File: config.mk
export PLATFORM = sky130hd
export DESIGN_NAME = lsu_ctrl
export DESIGN_NICKNAME = d
export VERILOG_FILES = /design/src/rtl/rv_mem_pkg.sv /design/src/rtl/load_align.sv /design/src/rtl/lsu_ctrl.sv
export SDC_FILE = /design/constraint.sdc
export NUM_CORES = 1
export LEC_CHECK = 0
export BUFFER_PORTS_ARGS = -buffer_cell sky130_fd_sc_hd__buf_2
export CORE_MARGIN = 3
export CORE_UTILIZATION = 49
export DETAILED_ROUTE_END_ITERATION = 6
export PLACE_DENSITY_LB_ADDON = 0.25
export SYNTH_ARGS = -nofsm -noshare
export SYNTH_HDL_FRONTEND = slang
export SYNTH_SLANG_ARGS = --single-unit
File: constraint.sdc
create_clock -name clk -period 2.4 [get_ports clk]
set_input_delay 0.24 -clock clk [delete_from_list [all_inputs] [get_ports clk]]
set_output_delay 0.24 -clock clk [all_outputs]
set_load 0.02 [all_outputs]
File: src/rtl/rv_mem_pkg.sv
// Shared load/store encodings, FSM states and request metadata for the data-memory path.
// Pure declarations; no timing or flow control of its own.
package rv_mem_pkg;

    localparam logic [2:0] F3_B  = 3'b000;
    localparam logic [2:0] F3_H  = 3'b001;
    localparam logic [2:0] F3_W  = 3'b010;
    localparam logic [2:0] F3_BU = 3'b100;
    localparam logic [2:0] F3_HU = 3'b101;

    localparam int TIMEOUT_DEF = 255;

    typedef enum logic [1:0] {
        S_IDLE = 2'd0,
        S_REQ  = 2'd1,
        S_WAIT = 2'd2,
        S_RESP = 2'd3
    } lsu_state_t;

    typedef struct packed {
        logic       we;
        logic [2:0] funct3;
        logic [1:0] off;
    } req_meta_t;

    // Reserved funct3 codes are treated as misaligned so they never reach memory.
    function automatic logic is_misaligned(input logic [2:0] funct3, input logic [1:0] off);
        logic bad;
        bad = 1'b0;
        case (funct3)
            F3_B, F3_BU: bad = 1'b0;
            F3_H, F3_HU: bad = off[0];
            F3_W:        bad = (off != 2'b00);
            default:     bad = 1'b1;
        endcase
        return bad;
    endfunction

endpackage

File: src/rtl/load_align.sv
// Extracts the addressed byte/half from a read word and sign- or zero-extends it.
// Combinational, zero latency; no flow control.
module load_align
    import rv_mem_pkg::*;
(
    input  logic [31:0] rdata,
    input  logic [1:0]  off,
    input  logic [2:0]  funct3,
    output logic [31:0] result
);

    logic [7:0]  byte_v;
    logic [15:0] half_v;

    always_comb begin
        byte_v = rdata[7:0];
        case (off)
            2'd0: byte_v = rdata[7:0];
            2'd1: byte_v = rdata[15:8];
            2'd2: byte_v = rdata[23:16];
            2'd3: byte_v = rdata[31:24];
            default: byte_v = rdata[7:0];
        endcase
        half_v = off[1] ? rdata[31:16] : rdata[15:0];

        case (funct3)
            F3_B:    result = {{24{byte_v[7]}}, byte_v};
            F3_BU:   result = {24'h0, byte_v};
            F3_H:    result = {{16{half_v[15]}}, half_v};
            F3_HU:   result = {16'h0, half_v};
            default: result = rdata;
        endcase
    end

endmodule

File: src/rtl/lsu_ctrl.sv
// Load/store sequencer: one request at a time onto a req/gnt + rvalid word port, with timeout.
// Latency accept->resp_valid 3 cycles with no wait states (1 if misaligned); req_ready only in IDLE.
module lsu_ctrl
    import rv_mem_pkg::*;
#(
    parameter int TIMEOUT = TIMEOUT_DEF,
    parameter int CNT_W   = 16
) (
    input  logic        clk,
    input  logic        reset,
    input  logic        req_valid,
    output logic        req_ready,
    input  logic        req_we,
    input  logic [2:0]  req_funct3,
    input  logic [31:0] req_addr,
    input  logic [31:0] req_wdata,
    output logic        mem_req,
    output logic        mem_we,
    output logic [31:0] mem_addr,
    output logic [31:0] mem_wdata,
    output logic [3:0]  mem_wstrb,
    input  logic        mem_gnt,
    input  logic        mem_rvalid,
    input  logic [31:0] mem_rdata,
    output logic        resp_valid,
    output logic        resp_err,
    output logic [31:0] resp_data,
    output logic        busy
);

    localparam logic [CNT_W-1:0] CNT_LAST = CNT_W'(TIMEOUT - 1);

    lsu_state_t       state_q, state_d;
    logic [CNT_W-1:0] cnt_q;
    req_meta_t        meta_q;
    logic [31:0]      addr_q, wdata_q, resp_data_q;
    logic [3:0]       wstrb_q;
    logic             resp_err_q;

    logic        accept, set_resp, resp_err_n, timeout;
    logic [31:0] resp_data_n, wdata_n, load_val;
    logic [3:0]  wstrb_n;

    load_align u_align (
        .rdata  (mem_rdata),
        .off    (meta_q.off),
        .funct3 (meta_q.funct3),
        .result (load_val)
    );

    // Replicate store data across lanes so the strobe alone selects the target bytes.
    always_comb begin
        wdata_n = req_wdata;
        wstrb_n = 4'b1111;
        case (req_funct3[1:0])
            2'b00: begin
                wdata_n = {4{req_wdata[7:0]}};
                wstrb_n = 4'b0001 << req_addr[1:0];
            end
            2'b01: begin
                wdata_n = {2{req_wdata[15:0]}};
                wstrb_n = 4'b0011 << req_addr[1:0];
            end
            default: begin
                wdata_n = req_wdata;
                wstrb_n = 4'b1111;
            end
        endcase
        if (!req_we) begin
            wdata_n = 32'h0;
            wstrb_n = 4'b0000;
        end
    end

    assign timeout = (cnt_q == CNT_LAST);

    always_comb begin
        state_d     = state_q;
        accept      = 1'b0;
        set_resp    = 1'b0;
        resp_err_n  = 1'b0;
        resp_data_n = 32'h0;
        case (state_q)
            S_IDLE: begin
                if (req_valid) begin
                    accept = 1'b1;
                    if (is_misaligned(req_funct3, req_addr[1:0])) begin
                        state_d    = S_RESP;
                        set_resp   = 1'b1;
                        resp_err_n = 1'b1;
                    end else begin
                        state_d = S_REQ;
                    end
                end
            end
            S_REQ: begin
                if (timeout) begin
                    state_d    = S_RESP;
                    set_resp   = 1'b1;
                    resp_err_n = 1'b1;
                end else if (mem_gnt) begin
                    state_d = S_WAIT;
                end
            end
            S_WAIT: begin
                // A response arriving on the last counted cycle still completes normally.
                if (mem_rvalid) begin
                    state_d     = S_RESP;
                    set_resp    = 1'b1;
                    resp_data_n = meta_q.we ? 32'h0 : load_val;
                end else if (timeout) begin
                    state_d    = S_RESP;
                    set_resp   = 1'b1;
                    resp_err_n = 1'b1;
                end
            end
            S_RESP: state_d = S_IDLE;
            default: state_d = S_IDLE;
        endcase
    end

    always_ff @(posedge clk) begin
        if (reset) begin
            state_q     <= S_IDLE;
            cnt_q       <= '0;
            meta_q      <= '0;
            addr_q      <= 32'h0;
            wdata_q     <= 32'h0;
            wstrb_q     <= 4'h0;
            resp_err_q  <= 1'b0;
            resp_data_q <= 32'h0;
        end else begin
            state_q <= state_d;
            if (accept) begin
                cnt_q       <= '0;
                meta_q.we     <= req_we;
                meta_q.funct3 <= req_funct3;
                meta_q.off    <= req_addr[1:0];
                addr_q      <= {req_addr[31:2], 2'b00};
                wdata_q     <= wdata_n;
                wstrb_q     <= wstrb_n;
            end else if (state_q == S_REQ || state_q == S_WAIT) begin
                cnt_q <= cnt_q + 1'b1;
            end
            if (set_resp) begin
                resp_err_q  <= resp_err_n;
                resp_data_q <= resp_data_n;
            end
        end
    end

    assign req_ready  = (state_q == S_IDLE);
    assign busy       = (state_q != S_IDLE);
    assign mem_req    = (state_q == S_REQ);
    assign mem_we     = (state_q == S_REQ) && meta_q.we;
    assign mem_addr   = addr_q;
    assign mem_wdata  = wdata_q;
    assign mem_wstrb  = wstrb_q;
    assign resp_valid = (state_q == S_RESP);
    assign resp_err   = resp_err_q;
    assign resp_data  = resp_data_q;

endmodule

==> results.md <==
- **I/O pin total** 211
- **wire length of the first global-routing pass** 27210 µm
- **Bufs on Longest Clock Path** 2
- **area of the multi-input gates** 2751 µm²
- **routability-driven placement congestion ratio** 0.9006
- **Yosys warnings** 0
- **average wire per cell in the routed design** 16.47 µm
- **setup fix buffers added after clock tree synthesis** 0
- **site row count** 37
- **ant diodes** 0
- **horizontal die dimension** 111.7 µm
- **part of the power in registers** 35.3%
- **instance count of the mapped netlist** 637
- **net switching power of the design** 2.224 mW
- **final antenna-violating net count** 0
- **Final Hold Vio Count** 0
- **starting density of the core** 51.68%
- **Worst setup SP type** register
- **Clock Power Share** 37.8%
- **number of gates given a new drive strength after cts** 0
- **standby leakage power** 3.410 nW
- **clock tree from TritonCTS** yes
- **area share of and/or/nand/nor cells after synthesis** 17.65%
- **dominant combinational cell family by area after synthesis** compound AO/OA/AOI/OAI gates
- **synth-to-layout area growth** 38.78%
- **core box area** 10600 µm²
- **number of nets at the end of the flow** 987
- **fin crit period** 2.237 ns
- **final routed DRC violation total** 0
- **xor-xnor portion of the synthesized cell area** 1.918%
- **area of the mapped netlist** 5479 µm²
- **sequential cell area fraction in the yosys report** 44.94%
- **post-route clock period utilization** 93.20%
- **Placement Setup Slack** 0.2894 ns
- **Reg clk slew, reported paths** 0.06 ns
- **synthesized area divided by synthesized cell count** 8.601 µm²
- **fraction of the core area covered by cells at the end of the flow** 71.72%
- **Vias** 5588
- **Arr. time, crit path** 2.67 ns
- **Post-Route Hold Slack** 0.01156 ns
- **number of fillers in the final layout** 816
- **worst slew pin tran** 0.6012 ns
- **clock tree root driver cell** sky130_fd_sc_hd__clkbuf_8
- **number of antenna violations at the first check in global routing** 0
- **power density of the placed cells** 916.3 nW/µm²
- **count of flip-flops with a built-in enable after synthesis** 0
- **data required time at the worst endpoint** 2.83 ns
- **post-layout instance count excluding filler cells** 1024
- **port bufs** 208
- **area of the die** 12490 µm²
- **total CTS buffers** 17
- **Clk Latency, worst-skew pair** 0.52 ns
- **post-synthesis async set-or-reset flop share** 0%
- **number of max-slew violations in the final report** 0
- **internal power summed over all cells** 4.743 mW
- **VDD IR-drop max** 0.0004805 V
- **part of the total power dissipated in combinational logic** 26.9%
- **vias per cell** 5.457
- **switching share of power** 31.92%
- **origin of the critical flop-to-flop path** state_q[0]
- **final clock skew** 0.009008 ns
- **# clock sinks** 123
- **Final setup violation count** 0
- **number of levels the H-tree was split into** 4
- **Min-Delay Startpoint** req_wdata[21]
- **kind of end point of the critical path** register
- **number of unique standard cell types used by synthesis** 49
- **Main synth FF type** sky130_fd_sc_hd__dfxtp_1
- **Reg area** 2462 µm²
- **DRC violation total after the first TritonRoute iteration** 484
- **RSZ-0062 raised after global routing** false
- **Fmax** 447.1 MHz
- **Setup Total Neg Slack** 0 ns
- **largest net degree at the start of global routing** 44
- **vias in the first global route** 5497
- **synthesized flop and latch total** 123
- **Routed Wire Length** 16870 µm
- **beginning of the critical path** state_q[0]
- **fraction of final layout cells sized beyond drive strength 1** 29.84%
- **Overall Global Routing Usage** 26.54%
- **dpl hpwl** 11690 µm
- **post-route worst setup slack** 0.1632 ns
- **adder-cell area share of the yosys netlist** 1.370%
- **first-pass iteration count of the detailed router** 5
- **Post-Place Cells** 951
- **total congestion overflow after global routing** 0
- **classification of the worst setup path** register to register
- **result of the run** finished, final reports clean
- **die height** 111.7 µm
- **fraction of synthesized area in multiplexers** 11.14%
- **area fraction in compound gates after synthesis** 17.95%
- **HP Class** input pin to register
- **max_cap viols** 0
- **highest net fanout along the worst path** 8
- **relative max-transition margin** 59.92%
## repair_timing
item	CTS	global route
hold endpoints to repair	41	0
setup endpoints to repair	0	0
hold buffers	42	0
## state kept, by name, summed over array words and instances, names as in the netlist
signal,cells
state_q,2
resp_data,32
mem_addr,30
mem_wdata,32
cnt_q,16
meta_q,6
mem_wstrb,4
resp_err,1
## power groups by stage
stage,logic (mW),clock network [mW],registers [mW]
3_5_place_dp,1.79,0,2.49
6_report,1.87,2.63,2.46
3_3_place_gp,1.75,0,2.48
5_1_grt,2.04,2.76,2.49
4_1_cts,1.86,2.66,2.46
2_1_floorplan,1.07,0,2.69
## layer usage
metal	part of all wire, %	global-route usage, %	up-vias
li1	-	-	2681
met5	0	0	-
met3	8.4	9.239	64
met2	49	44.80	260
met4	4.0	11.60	0
met1	39	30.39	2583
## layout make-up
cell class / count / share of cell area (%)
multi-input combinational: 460 / 36.19
sequential: 123 / 32.38
timing repair buffer: 263 / 20.67
clock buffer: 23 / 6.138
tap: 136 / 2.238
clock inverter: 8 / 1.843
inverter: 11 / 0.5430
## synthesized netlist by cell type (5+ instances only)
master,n,area (µm²)
sky130_fd_sc_hd__nor2_1,32,120.1
sky130_fd_sc_hd__mux2i_1,52,520.5
sky130_fd_sc_hd__a22o_1,8,70.07
sky130_fd_sc_hd__o32a_1,7,70.07
sky130_fd_sc_hd__ha_1,6,75.07
sky130_fd_sc_hd__buf_2,8,40.04
sky130_fd_sc_hd__a21oi_1,68,340.3
sky130_fd_sc_hd__mux2_2,8,90.09
sky130_fd_sc_hd__dfxtp_1,123,2462
sky130_fd_sc_hd__clkbuf_1,27,101.4
sky130_fd_sc_hd__xor2_1,5,43.79
sky130_fd_sc_hd__o21ai_1,5,25.02
sky130_fd_sc_hd__nand4_1,5,31.28
sky130_fd_sc_hd__a211o_1,8,70.07
sky130_fd_sc_hd__xnor2_1,7,61.31
sky130_fd_sc_hd__o221ai_1,7,61.31
sky130_fd_sc_hd__o21ai_0,45,225.2
sky130_fd_sc_hd__inv_1,11,41.29
sky130_fd_sc_hd__nand2_1,148,555.5
sky130_fd_sc_hd__nand2b_1,8,50.05
## placed cells by master (no fill, tap or decap), types with 6 or more instances in the layout
cell,synthesis,final
sky130_fd_sc_hd__nand2_1,148,148
sky130_fd_sc_hd__mux2_2,8,8
sky130_fd_sc_hd__xnor2_1,7,7
sky130_fd_sc_hd__nor2_1,32,31
sky130_fd_sc_hd__a22o_1,8,8
sky130_fd_sc_hd__buf_2,8,208
sky130_fd_sc_hd__clkbuf_16,0,16
sky130_fd_sc_hd__o32a_1,7,7
sky130_fd_sc_hd__a211o_1,8,8
sky130_fd_sc_hd__mux2i_1,52,52
sky130_fd_sc_hd__buf_4,2,12
sky130_fd_sc_hd__o21ai_0,45,45
sky130_fd_sc_hd__inv_1,11,11
sky130_fd_sc_hd__o221ai_1,7,7
sky130_fd_sc_hd__dfxtp_1,123,123
sky130_fd_sc_hd__dlygate4sd3_1,0,42
sky130_fd_sc_hd__nand2b_1,8,8
sky130_fd_sc_hd__ha_1,6,6
sky130_fd_sc_hd__a21oi_1,68,68
## path summary, 6_finish.rpt
| check | cells past startpoint | slack, ns | to |
|---|---|---|---|
| setup / recovery | 6 | 0.16 | cnt_q[15] |
| hold / removal | 3 | 0.01 | mem_wdata[21] |
| setup reg to reg | 6 | 0.16 | cnt_q[15] |
| hold reg to reg | 2 | 0.43 | mem_wstrb[3] |
## critical path, cell delays in order (launching register included)
cell	delay [ns]
sky130_fd_sc_hd__dfxtp_1	0.39
sky130_fd_sc_hd__inv_1	0.10
sky130_fd_sc_hd__ha_1	0.47
sky130_fd_sc_hd__and4_1	0.37
sky130_fd_sc_hd__nand4_1	0.23
sky130_fd_sc_hd__or3_1	0.41
sky130_fd_sc_hd__a21oi_1	0.17
## logic make-up after synthesis
logic type,after synthesis
compound gates,161
buf+inv,55
mux,60
simple gates,219
xor+xnor,12
fa+ha+maj,6
flops,123
other cells,1
## per-stage QoR
step                      power, mW  area, µm²
final                         6.967       7604
after global routing          7.291       7604
after CTS                     6.981       7604
after detailed placement      4.286       6576
after global placement        4.231       6576
after floorplan               3.761       5483
(Power assumes the default switching activity.)
